$ cat config.mk
export PLATFORM = sky130hd
export DESIGN_NAME = cdc_fifo_rd_stream
export DESIGN_NICKNAME = d
export VERILOG_FILES = /design/src/rtl/cdc_fifo_rd_stream.sv
export SDC_FILE = /design/constraint.sdc
export NUM_CORES = 1
export LEC_CHECK = 0
export CORE_MARGIN = 2
export CORE_UTILIZATION = 30
export DETAILED_ROUTE_END_ITERATION = 8
export GPL_ROUTABILITY_DRIVEN = 0
export PLACE_DENSITY = 0.51
export SYNTH_ARGS = -nofsm -noshare
export SYNTH_HDL_FRONTEND = slang
export SYNTH_SLANG_ARGS = --single-unit
$ cat constraint.sdc
create_clock -name r_clk -period 4.6 [get_ports r_clk]
set_clock_uncertainty 0.1 [all_clocks]
set_input_delay 0.69 -clock r_clk [delete_from_list [all_inputs] [get_ports r_clk]]
set_output_delay 0.69 -clock r_clk [all_outputs]
set_load 0.02 [all_outputs]
$ cat src/rtl/cdc_fifo_rd_stream.sv
// Read-side FWFT stream stage of the async CDC FIFO (r_clk domain).
// Define CDC_FIFO_RD_STREAM_CNT_EN to add the r_pop_cnt accepted-word counter.
module cdc_fifo_rd_stream #(
  parameter int DATA_WIDTH = 8,
  parameter int CNT_WIDTH  = 16
) (
  input  logic                  r_clk,
  input  logic                  r_rst_n,
  input  logic                  r_empty,
  output logic                  r_inc,
  input  logic [DATA_WIDTH-1:0] r_mem_data,
  output logic                  r_valid,
  input  logic                  r_ready,
  output logic [DATA_WIDTH-1:0] r_data
`ifdef CDC_FIFO_RD_STREAM_CNT_EN
  ,
  output logic [CNT_WIDTH-1:0]  r_pop_cnt
`endif
);

  if (CNT_WIDTH < 1) begin : g_cnt_w_chk
    $error("CNT_WIDTH must be at least 1");
  end

  logic [DATA_WIDTH-1:0] buf0;
  logic [DATA_WIDTH-1:0] buf1;
  logic [1:0]            occ;
  logic                  inflight;

  logic                  pop;
  logic [2:0]            used;
  logic [2:0]            room;
  logic [2:0]            credit;
  logic [2:0]            occ_sum;
  logic                  head_free;
  logic                  shift;
  logic                  wr_head;
  logic                  wr_tail;

  // used = words held or already requested from the BRAM
  always_comb begin
    pop       = r_valid & r_ready;
    used      = {1'b0, occ} + {2'b0, inflight};
    room      = 3'd2 + {2'b0, pop};
    credit    = (room > used) ? (room - used) : 3'd0;
    r_inc     = r_rst_n & ~r_empty & (credit != 3'd0);
    occ_sum   = used - {2'b0, pop};
    head_free = (occ == 2'd0) | ((occ == 2'd1) & pop);
    shift     = pop & (occ == 2'd2);
    wr_head   = inflight & head_free;
    wr_tail   = inflight & ~head_free & ~shift;
  end

  assign r_valid = (occ != 2'd0);
  assign r_data  = buf0;

  always_ff @(posedge r_clk or negedge r_rst_n) begin
    if (!r_rst_n) begin
      occ      <= 2'd0;
      inflight <= 1'b0;
    end else begin
      occ      <= occ_sum[1:0];
      inflight <= r_inc;
    end
  end

  // a shifting pop and an arriving word land in buf1 together
  always_ff @(posedge r_clk or negedge r_rst_n) begin
    if (!r_rst_n) begin
      buf0 <= '0;
      buf1 <= '0;
    end else begin
      unique case (1'b1)
        shift: begin
          buf0 <= buf1;
          if (inflight) buf1 <= r_mem_data;
        end
        wr_head: buf0 <= r_mem_data;
        wr_tail: buf1 <= r_mem_data;
        default: ;
      endcase
    end
  end

`ifdef CDC_FIFO_RD_STREAM_CNT_EN
  always_ff @(posedge r_clk or negedge r_rst_n) begin
    if (!r_rst_n) r_pop_cnt <= '0;
    else if (pop) r_pop_cnt <= r_pop_cnt + 1'b1;
  end
`endif

  a_occ_max: assert property (
    @(posedge r_clk) disable iff (!r_rst_n) occ_sum <= 3'd2
  );

endmodule

; ---- Word-level counts from Yosys, hierarchy flattened
; Index checks and enable logic that the tools add are counted.
[word_totals]
ff_bits = 19
in_bits = 12
out_inout_bits = 10
wordCells = 34
[op_classes]
n_addsub = 4
order_cmp = 1
eq_ne = 3
n_mux = 4
bitwise_logic = 12
reduce_logical = 6
[ops]
columns = cell, n
row1 = 8-bit one-hot mux with 2 select lines, 2
row2 = 1-bit bitwise AND, 8
row3 = 8-bit 2-to-1 mux, 1
row4 = 2-bit nonzero test, 3
row5 = 2-bit by 1-bit adder with 3-bit output, 1
row6 = 2-bit by 1-bit adder with 3-bit output (first input constant), 1
row7 = 3-bit greater-than comparator, 1
row8 = 3-bit 2-to-1 mux, 1
row9 = 1-bit inverter, 3
row10 = 3-bit nonzero test, 1
row11 = 3-bit subtractor, 1
row12 = 2-bit by 1-bit equality test with 1-bit output (second input constant), 1
row13 = 2-bit equality test (second input constant), 1
row14 = 2-bit zero test, 1
row15 = 2-bit != test (second input constant), 1
row16 = 2-bit AND reduction, 1
row17 = 2-bit by 1-bit subtractor with 2-bit output, 1
row18 = 1-bit OR, 1

; ---- Longest topological paths before layout
[depth]
depth_word = 9
depth_mapped = 8
ltp_nobuf = 8

; ---- Worst setup path before layout
; Ideal clock, no wire load.
[synth_path]
path_type = register to output
from = reg occ[1]
to = out r_inc
arrival_time_ps = 2242
required_time_ps = 3810
path_slack_ps = 1568
path_stages_with_launch = 9
path_buffers = 0
path_cell_list = dfrtp_1 -> or2_2 -> and2_1 -> inv_1 -> ha_1 -> inv_1 -> fa_1 -> a21oi_1 -> nor3_1
[synth_via]
elab_chain_len = 7
word_cells_on_any_way = 9
cone_classes = add/sub (3) / order compare (1) / mux (1) / bitwise (2) / reduce/logical (2)
[synth_lines]
columns = element, line
row1 = from (decl), 27  ; logic [1:0] occ;
row2 = from (signal assigned), 62  ; occ <= occ_sum[1:0];
row3 = 2-bit nonzero test (*), 54  ; assign r_valid = (occ != 2'd0);
row4 = net r_valid, 12  ; output logic r_valid,
row5 = 1-bit bitwise AND (*), 42  ; pop = r_valid & r_ready;
row6 = 2-bit by 1-bit adder with 3-bit output (*), 44  ; room = 3'd2 + {2'b0, pop};
row7 = 3-bit subtractor or 3-bit greater-than comparator (tied branches), 45  ; credit = (room > used) ? (room - used) : 3'd0;
row8 = 3-bit 2-to-1 mux (*), 45
row9 = 3-bit nonzero test (*), 46  ; r_inc = r_rst_n & ~r_empty & (credit != 3'd0);
row10 = 1-bit bitwise AND (*), 46
row11 = to (decl), 10  ; output logic r_inc,
; The timed path passes the listed nets; every way through them passes the cells marked *.

; ---- Worst setup path after layout
[layout_path]
from = in r_ready
to = out r_inc
[layout_via]
elab_chain_len = 6
word_cells_on_any_way = 7
cone_classes = add/sub (2) / order compare (1) / mux (1) / bitwise (2) / reduce/logical (1)
[layout_lines]
columns = element, line
row1 = from (decl), 13  ; input logic r_ready,
row2 = 1-bit bitwise AND (*), 42
row3 = 2-bit by 1-bit adder with 3-bit output (*), 44
row4 = 3-bit subtractor or 3-bit greater-than comparator (tied branches), 45
row5 = 3-bit 2-to-1 mux (*), 45
row6 = 3-bit nonzero test (*), 46
row7 = 1-bit bitwise AND (*), 46
; Mark *: on every way between the ends. The rest lies on a longest branch, timed or not.

==> impl_metrics.tcl <==
set metrics [dict create \
    rows 20 \
    max_slew_margin 0.682 \
    cts_hold_buf 0 \
    antenna_found_initial 0 \
    clock_latency_ns 0.29 \
    die_area_um2 3730 \
    critPathKind "input pin to primary output" \
    synth_top_family_by_area "multiplexers" \
    cts_sinks 19 \
    post-route-cell-area_um2 1280 \
    cts_buffers 3 \
    synthAdderAreaFrac 0.0845 \
    ys_seq_area_frac 0.487 \
    status "finished, final reports clean" \
    hold_viol_final 0 \
    slew_viol_final 0 \
    power.leakage_nw 0.604 \
    startpoint_type "input pin" \
    core_area_um2 3080 \
    fp.dieW_um 61.1 \
    drc 0 \
    grt_overflow 0 \
    io_pins 22 \
    grtUsageTotal 0.114 \
    start_util 0.317 \
    setup_tns_ns 0 \
    syn_inst 66 \
    cts_root_buffer "clkbuf_4" \
    cts.repair.resized 0 \
    grt_max_degree 21 \
    setup_ws_ns 0.837 \
    finalSetupViolCount 0 \
    ys_seq_elements 19 \
    post_cts_buffers 0 \
    rsz0062_at_grt "false" \
    yosys.cell_types.count 17 \
    hpwl_um 1260 \
    htreeDepth 1 \
    drtAntennaViolNets 0 \
    grt_pass1_wl_um 3020 \
    numPortBuffers 21 \
    netlist_area_um2 977 \
    worstSetupEndpointType "primary output" \
    synth_area_leaders "dfrtp_1 (49%), mux2_4 (12%), mux2_1 (9.2%)" \
    synth_xor_area_frac 0.00896 \
    min_path_type "register to register" \
    layout-drive-gt1-share 0.261 \
    drt-wirelength-per-cell_um 12.8 \
    worst_ep_arrival_time_ns 2.97 \
    routed-via-count 577 \
    p_per_area_nw_per_um2 676 \
    path_clk_slew_ns 0.11 \
    finalNetCount 111 \
    antenna_cells 0 \
    syn_to_final_growth_pct 30.6 \
    totalPowerFinal_uw 863 \
    ir_drop_mv 0.254 \
    drv_cap 0 \
    yosys_warnings 0 \
    drt_pass1_iterations 2 \
    drt_first_iter_violations 16 \
    wirelength_um 1730 \
    vias_per_cell 4.24 \
    synth_mux_area_frac 0.307 \
    cts_tree "yes" \
    required_ns 3.81 \
    synth_fp_nets 84 \
    die_y_um 61.1 \
    clockBufferDepth 2 \
    final.min_clock_period_ns 3.76 \
    dp_slack_ns 0.811 \
    tightest_slew_ns 0.477 \
    synth_compound_area_frac 0.0141 \
    synthSimpleGateAreaFrac 0.0755 \
    fin_crit_sh 0.818 \
    grt_pass1_vias 652 \
    yosysTopAreaCellShare 0.487 \
    placed_area_um2 1250 \
    avgSynthCellArea_um2 14.8 \
    fmax_mhz 266 \
    worst-path-max-fanout 3 \
    synth_top_cell_by_area "dfrtp_1" \
]
## registers in the layout, summed over array words and instances, names as in the netlist
name / cells
buf1: 8
r_data: 8
occ: 2
inflight: 1
## final timing paths
kind                              start        to  slack [ns]  depth (start not counted)
worst max-delay path            r_ready     r_inc        0.84                          9
worst min-delay path            buf1[4]   buf1[4]        0.41                          1
worst max register to register   occ[1]  inflight        2.46                          8
worst min register to register  buf1[4]   buf1[4]        0.41                          1
max in group asynchronous       r_rst_n  inflight        3.57                          2
min in group asynchronous       r_rst_n   buf1[2]        0.62                          2
## placed cells by master (no fill, tap or decap), types with 2 or more instances in the layout
cell type and count:
nand3b_4 2, ha_1 5, inv_1 6, clkbuf_4 3
mux2_1 8, mux2_4 8, clkdlybuf4s50_1 21, dfrtp_1 19
mux2_2 8
## worst max-delay path, cell delays in order
cell	delay (ns)
clkdlybuf4s50_1	0.47
and2_1	0.19
inv_1	0.06
ha_1	0.14
inv_1	0.04
fa_1	0.47
a21oi_1	0.06
nor3_1	0.21
clkdlybuf4s50_1	0.64
## cells by family (layout without fill, tap and decap cells)
family | count (synthesis) | in the layout
flip-flops | 19 | 19
XOR/XNOR | 1 | 1
AND/OR/NAND/NOR | 8 | 8
buffers and inverters | 6 | 32
adder cells (fa/ha/maj) | 6 | 6
multiplexers | 24 | 24
AO/OA/AOI/OAI | 2 | 2
## metal layers
metal | global-route usage | wire length (µm) | vias to the layer above
met1 | 0.135 | 754 | 286
met2 | 0.188 | 866 | 12
met3 | 0.0483 | 97 | 2
met5 | 0 | 0 | -
li1 | - | - | 277
met4 | 0.0373 | 14 | 0
## Yosys cell counts (all sizes together)
master	count
nand2b	1
nand3b	2
mux2	24
ha	5
xor2	1
o21ai	1
or2	1
nor2b	1
nor3	1
fa	1
a21oi	1
nand2	1
and2	1
inv	6
dfrtp	19
## power breakdown
part | switching [mW] | internal, mW | leakage [nW] | total, mW
combinational | 0.199 | 0.272 | 0.361 | 0.471
clock | 0.0512 | 0.0338 | 0.0150 | 0.0850
sequential | 0.0527 | 0.255 | 0.228 | 0.307
## metrics by stage
stage | hold slack, ns | utilization | std cells
6_report | 0.413 | 0.415 | 136
5_1_grt | 0.441 | 0.415 | 136
2_1_floorplan | 0.294 | - | 66
3_3_place_gp | 0.382 | 0.406 | 132
4_1_cts | 0.418 | 0.415 | 136
3_5_place_dp | 0.392 | 0.406 | 132
## area by class of cell
class                           instances  area, µm²
Timing Repair Buffer                   22        218
Tap cell                               44       55.1
Fill cell                             299       1800
Clock buffer                            4       26.3
Inverter                                6       22.5
Sequential cell                        19        475
Multi-Input combinational cell         41        479
No activity file was read; power rests on OpenSTA's default activity.
